==> src/rtl/ex_result_buf_pkg.sv <==
// Shared execute-stage constants: result-source encodings and datapath defaults.
package ex_result_buf_pkg;
  localparam int N_DEF  = 16;
  localparam int RW_DEF = 3;

  localparam logic [2:0] RES_ALU  = 3'd0;
  localparam logic [2:0] RES_BTR  = 3'd1;
  localparam logic [2:0] RES_LBI  = 3'd2;
  localparam logic [2:0] RES_SLBI = 3'd3;
  localparam logic [2:0] RES_SET  = 3'd4;

  function automatic logic sel_legal(input logic [2:0] sel);
    return sel <= RES_SET;
  endfunction
endpackage

==> src/rtl/ex_result_buf_result_mux.sv <==
// Writeback value select; illegal sources produce zero and never write the register file.
module result_mux
  import ex_result_buf_pkg::*;
#(
  parameter int N = N_DEF
) (
  input  logic [2:0]   res_sel_i,
  input  logic [N-1:0] alu_out_i,
  input  logic [N-1:0] btr_out_i,
  input  logic [N-1:0] rs_val_i,
  input  logic [N-1:0] imm_i,
  input  logic         set_flag_i,
  input  logic         wr_en_i,
  output logic [N-1:0] result_o,
  output logic         wr_en_o,
  output logic         illegal_o
);
  always_comb begin
    result_o  = '0;
    illegal_o = ~sel_legal(res_sel_i);
    wr_en_o   = wr_en_i & ~illegal_o;
    case (res_sel_i)
      RES_ALU:  result_o = alu_out_i;
      RES_BTR:  result_o = btr_out_i;
      RES_LBI:  result_o = imm_i;
      RES_SLBI: result_o = {rs_val_i[N-9:0], imm_i[7:0]};
      RES_SET:  result_o = {{(N-1){1'b0}}, set_flag_i};
      default:  result_o = '0;
    endcase
  end
endmodule

==> src/rtl/ex_result_buf.sv <==
// Execute result select plus 2-entry skid buffer toward the EX/MEM boundary.
module ex_result_buf
  import ex_result_buf_pkg::*;
#(
  parameter int N  = N_DEF,
  parameter int RW = RW_DEF
) (
  input  logic          clk,
  input  logic          rst_n,
  input  logic          in_valid,
  output logic          in_ready,
  input  logic [2:0]    res_sel,
  input  logic [N-1:0]  alu_out,
  input  logic [N-1:0]  btr_out,
  input  logic [N-1:0]  rs_val,
  input  logic [N-1:0]  imm,
  input  logic          set_flag,
  input  logic [RW-1:0] wr_reg,
  input  logic          wr_en,
  input  logic          flush,
  output logic          out_valid,
  input  logic          out_ready,
  output logic [N-1:0]  out_result,
  output logic [RW-1:0] out_wr_reg,
  output logic          out_wr_en,
  output logic          out_illegal
);
  // Encoding chosen so bit0 is M.v and bit1 is S.v: both handshake outputs are flop bits.
  localparam logic [1:0] ST_EMPTY = 2'b00;
  localparam logic [1:0] ST_ONE   = 2'b01;
  localparam logic [1:0] ST_TWO   = 2'b11;
  localparam int EW = N + RW + 2;

  logic [1:0]    state_q, state_d;
  logic [EW-1:0] m_q, m_d, s_q, s_d, in_ent;
  logic [N-1:0]  mux_result;
  logic          mux_wr_en, mux_illegal;
  logic          acc, pop;

  result_mux #(.N(N)) u_mux (
    .res_sel_i  (res_sel),
    .alu_out_i  (alu_out),
    .btr_out_i  (btr_out),
    .rs_val_i   (rs_val),
    .imm_i      (imm),
    .set_flag_i (set_flag),
    .wr_en_i    (wr_en),
    .result_o   (mux_result),
    .wr_en_o    (mux_wr_en),
    .illegal_o  (mux_illegal)
  );

  assign in_ent    = {mux_result, wr_reg, mux_wr_en, mux_illegal};
  assign out_valid = state_q[0];
  assign in_ready  = ~state_q[1];
  assign acc       = in_valid & in_ready;
  assign pop       = out_valid & out_ready;

  always_comb begin
    state_d = state_q;
    m_d     = m_q;
    s_d     = s_q;
    if (flush) begin
      state_d = ST_EMPTY;
    end else begin
      case (state_q)
        ST_EMPTY: if (acc) begin state_d = ST_ONE; m_d = in_ent; end
        ST_ONE: begin
          if (pop && acc)   m_d = in_ent;
          else if (pop)     state_d = ST_EMPTY;
          else if (acc)     begin state_d = ST_TWO; s_d = in_ent; end
        end
        ST_TWO:   if (pop) begin state_d = ST_ONE; m_d = s_q; end
        default:  state_d = ST_EMPTY;
      endcase
    end
  end

  always_ff @(posedge clk or negedge rst_n) begin
    if (!rst_n) begin
      state_q <= ST_EMPTY;
      m_q     <= '0;
      s_q     <= '0;
    end else begin
      state_q <= state_d;
      m_q     <= m_d;
      s_q     <= s_d;
    end
  end

  assign out_result  = m_q[EW-1 -: N];
  assign out_wr_reg  = m_q[RW+1:2];
  assign out_wr_en   = m_q[1];
  assign out_illegal = m_q[0];
endmodule
==> config.mk <==
export PLATFORM = sky130hd
export DESIGN_NAME = ex_result_buf
export DESIGN_NICKNAME = d
export VERILOG_FILES = /design/src/rtl/ex_result_buf_pkg.sv /design/src/rtl/ex_result_buf_result_mux.sv /design/src/rtl/ex_result_buf.sv
export SDC_FILE = /design/constraint.sdc
export NUM_CORES = 1
export LEC_CHECK = 0
export CAP_MARGIN = 20
export CORE_ASPECT_RATIO = 0.8
export CORE_MARGIN = 5
export CORE_UTILIZATION = 35
export CTS_BUF_LIST = sky130_fd_sc_hd__clkbuf_8
export CTS_CLUSTER_DIAMETER = 80
export CTS_CLUSTER_SIZE = 25
export DETAILED_ROUTE_END_ITERATION = 12
export PLACE_DENSITY_LB_ADDON = 0.08
export SYNTH_ARGS = -nofsm -noshare
export SYNTH_HDL_FRONTEND = slang
export SYNTH_HIERARCHICAL = 1
export SYNTH_SLANG_ARGS = --single-unit
==> constraint.sdc <==
create_clock -name clk -period 2.15 [get_ports clk]
set_input_delay 0.3225 -clock clk [delete_from_list [all_inputs] [get_ports clk]]
set_output_delay 0.3225 -clock clk [all_outputs]
set_load 0.1 [all_outputs]
* Word level (Yosys, flattened, before mapping)
Index checks and enable logic that the tools add are counted.
Operators by class: $lt $le $gt $ge 1, equal/unequal tests 13, mux-type cells 12, bitwise operators 8, reductions and logical operators 7
Operators with widths (number):
- $pmux 16 s5 | 1
- $mux 21 | 3
- $pmux 21 s3 | 1
- $mux 2 | 6
- $reduce_and 5->1 | 2
- $ne 3x3->1 const B | 3
- $eq 3x2->1 const B | 2
- $ne 2x2->1 const B | 3
- $pmux 2 s3 | 1
- $not 1->1 | 5
- $ne 4x4->1 const B | 1
- $reduce_and 4->1 | 1
- $and 1x1->1 | 3
- $eq 3x1->1 const B | 1
- $eq 3x3->1 const B | 1
- $le 3x3->1 const B | 1
- $logic_not 3->1 | 1
- $reduce_bool 3->1 | 1
- $eq 2x1->1 const B | 1
- $eq 2x2->1 const B | 1
- $logic_not 2->1 | 1
- $logic_and 1x1->1 | 1
Word-level totals: flip-flop bits (word level) 44, input port bits 77, output and inout bits 23, logic and storage cells 44

* Longest topological paths before layout
word-level depth 7, depth in mapped cells 7, depth with buffers taken out 6

* Modules after synthesis
The synthesis kept the hierarchy.
By module, submodules not included:
- ex_result_buf | instances 1, cells each 160, area an instance 2049.5 um^2, seq. area each 1101.1 um^2
- result_mux | instances 1, cells each 62, area an instance 513.0 um^2, seq. area each 0.0 um^2

* Worst setup path after synthesis
OpenSTA, ideal clock, no wires.
kind reg2reg, start point reg state_q[1], end point reg m_q[11], library setup time 0.083 ns, data arrival time 2.099 ns, data required time 2.067 ns, path slack -0.032 ns, stages on the path, launching flop included 8, buffers on the path 1, period minus slack after synthesis 2.182 ns, cells stage by stage dfrtp_1 -> inv_1 -> ha_1 -> nor2_1 -> o211ai_2 -> buf_2 -> nand2_1 -> o21ai_0
On the way: longest elaborated chain between the ends 5, elaborated cells between the ends (all ways) 12, those cells by class 5 x eq/ne; 1 x mux; 2 x bitwise; 4 x reduce/logical
RTL lines:
- start, declared | line ex_result_buf.sv:34 | logic [1:0] state_q, state_d;
- start signal, assigned | line ex_result_buf.sv:85 | state_q <= state_d;
- $not 1->1 (*) | line ex_result_buf.sv:55 | assign in_ready = ~state_q[1];
- named net in_ready | line ex_result_buf.sv:11 | output logic in_ready,
- $and 1x1->1 (*) | line ex_result_buf.sv:56 | assign acc = in_valid & in_ready;
- $logic_and 1x1->1 | line ex_result_buf.sv:69 | if (pop && acc) m_d = in_ent;
- $ne 2x2->1 (no source line)
- $reduce_and 5->1 (no source line) (*)
- end signal, assigned | line ex_result_buf.sv:86 | m_q <= m_d;
- end, declared | line ex_result_buf.sv:35 | logic [EW-1:0] m_q, m_d, s_q, s_d, in_ent;
The timed path passes the listed nets; every way through them passes the cells marked *. A chain may end at the register's enable or synchronous reset.

* Final worst setup path
start point reg state_q[1], end point reg m_q[20]
On the way: longest elaborated chain between the ends 5, elaborated cells between the ends (all ways) 12, those cells by class 5 x eq/ne; 1 x mux; 2 x bitwise; 4 x reduce/logical
RTL lines (line):
- $not 1->1 | ex_result_buf.sv:55
- $and 1x1->1 | ex_result_buf.sv:56
- $logic_and 1x1->1 | ex_result_buf.sv:69
- $ne 2x2->1 (no source line)
- $reduce_and 5->1 (no source line)
Several ways; a longest one is shown, not always the timed one.

==> flow_summary.yaml <==
synthesis:
  async_flop_share: 1.000
  ys_seq_area_frac: 0.4297
  synthesis.nets: 303
  synth_warnings: 6
  synth_cells: 222
  synth_cell_types: 33
  synth_enable_flop_cells: 0
  synthFlopType: "dfrtp_1"
  ys_ff_latch: 44
  netlist_area_um2: 2562
  avgSynthCellArea_um2: 11.54
route:
  wl_per_cell_um: 14.84
  viasPerCell: 4.757
  drtIter0Drc: 62
  dr.pass1.iters: 4
  drc: 0
  wl_um: 5981
  final_antenna_net_count: 0
  vias: 1917
worst_setup_path:
  end_kind: "register"
  crit_type: "register to register"
  cp-start-kind: "register"
  r2r_slack_ns: 0.36
  crit_required_ns: 2.31
  r2r_start: "state_q[1]"
  ff2ff_path_depth: 7
  rr_endpoint: "m_q[20]"
  critPathArrivalTime_ns: 1.95
  worstPathMaxFanout: 28
pwr:
  finalPower_mw: 4.983
  leakage_nw: 1.664
  p_per_area_nw_per_um2: 1376
  ir_drop_v: 0.0005891
cts:
  cts.path.max_buffers: 2
  clk_pin_slew_worst_paths_ns: 0.08
  cts_setup_buffers: 0
  clkSinkCount: 44
  clock_latency_ns: 0.29
  htreeDepth: 2
  cts_hold_buf: 0
  cts-resized-gates: 0
  cts-root-buf: "clkbuf_8"
  cts_buffers: 5
  cts_tree: "done"
global_routing:
  gr-total-overflow: 0
  track_usage: 0.1331
  grt_pass1_wl_um: 9749
  grt_pass1_vias: 2038
  antenna_found_initial: 0
  grt_max_degree: 35
finish:
  fill_cells: 664
  finalNonFillerCells: 403
  drive_above_1_share: 0.2247
  syn2layout_area_growth_pct: 41.31
  antennaDiodeCount: 0
  num-nets-final: 396
timing:
  skew_ns: 0.007634
  maxSlewViolCount: 0
  setup_viol: 0
  fmax_ghz: 0.5580
  setup_tns_ns: 0
  min_period_ns: 1.792
  grt_setup_unrepaired: "no"
  hold_violations: 0
  finalCritPeriodShare: 0.8335
  slew_headroom: 0.4756
  tightestPinTransition_ns: 0.7866
placed_design:
  dp_hpwl_um: 4553
  dp_cells: 395
  routabilityCongestion: 0.8029
  numPortBuffers: 91
floorplan:
  initial_core_util: 0.3664
  die_w_um: 105.7
  ios: 100
  core_region_area_um2: 6993
  die_y_um: 86.53
  fp-row-count: 27
  dieArea_um2: 9143
outcome:
  status: "completed"
run:
  cap_violations: 0
min_path:
  holdCritPathClass: "primary input to asynchronous set/reset pin"
-- routing by layer --
layer  part of all wire  vias to the layer above  GRT usage
li1                   -                      986          -
met1               0.51                      855     0.1869
met2               0.39                       72     0.1863
met3              0.093                        4    0.05585
met4             0.0092                        0    0.03882
met5                  0                        -          0
-- final cells by class --
cell class	instances	area, µm²	area share
clock buffer	5	68.82	0.01900
inverter	3	15.01	0.004147
timing repair buffer	102	955.9	0.2640
multi-input combinational	159	1331	0.3677
tap	87	108.9	0.03006
sequential	44	1102	0.3044
clock inverter	3	38.79	0.01071
-- state kept, by name (all words and copies together) (netlist names) --
register and flops:
m_q 21, s_q 21, state_q 2
-- cells in the mapped netlist, types with 2 or more instances --
master,count,area (µm²)
mux2i_1,46,460.4
dfrtp_1,44,1101
nand2_1,23,86.33
o21ai_0,21,105.1
mux2_4,20,300.3
nor2b_1,9,56.30
o22ai_1,8,50.05
a211oi_1,7,52.55
buf_2,7,35.03
buf_6,6,67.56
ha_1,4,50.05
nor2_1,3,11.26
a211o_1,2,17.52
inv_1,2,7.510
mux2_2,2,22.52
-- cell families after synthesis --
group,Yosys count,share of synthesized area
muxes,68,0.3057
and+or+nand+nor,44,0.08936
AOI/OAI and AO/OA,43,0.1050
adders and majority gates,4,0.01953
buffers and inverters,19,0.05078
DFF,44,0.4297
-- how the worst max path moves through the flow --
stage	startpoint	endpoint	slack [ns]
3_5_place_dp	res_sel[2]	s_q[5]	0.22
2_1_floorplan	state_q[1]	m_q[11]	0.03
6_report	state_q[1]	m_q[20]	0.36
4_1_cts	state_q[1]	m_q[20]	0.33
5_1_grt	state_q[1]	m_q[2]	0.17
3_3_place_gp	res_sel[2]	s_q[5]	0.24
-- report_power, final --
| part | internal (mW) | switching, mW |
|---|---|---|
| registers | 1.21 | 0.225 |
| logic | 0.892 | 2.05 |
| clock network | 0.340 | 0.275 |
| total | 2.44 | 2.55 |
-- metrics by stage --
| stage | util | hold slack (ns) | instance area (µm²) | worst slack, ns |
|---|---|---|---|---|
| detailed placement | 0.5024 | 0.4471 | 3513 | 0.2173 |
| global route | 0.5178 | 0.1651 | 3621 | 0.1662 |
| floorplan | - | 0.02691 | 2567 | 0.02717 |
| CTS | 0.5178 | 0.1248 | 3621 | 0.3324 |
| finish | 0.5178 | 0.1083 | 3621 | 0.3580 |
| global placement | 0.5024 | 0.4399 | 3513 | 0.2361 |
-- placed cells by master, fill, tap and decap left out, drive strengths merged, types with 2 or more instances in the layout --
master         instances
a211o                  2
a211oi                 7
buf                   35
clkbuf                 5
clkdlybuf4s50         67
dfrtp                 44
ha                     4
inv                    3
mux2                  22
mux2i                 46
nand2                 23
nand3                  2
nor2                   3
nor2b                  9
o21ai                 21
o22ai                  8
-- critical path, cell delays in order, from the launching register on --
cell	delay [ns]
dfrtp_1	0.50
clkinvlp_4	0.18
ha_1	0.29
o2bb2ai_1	0.19
o211ai_2	0.11
buf_4	0.23
nand2_1	0.09
o21ai_0	0.08
(Power assumes the default switching activity.)
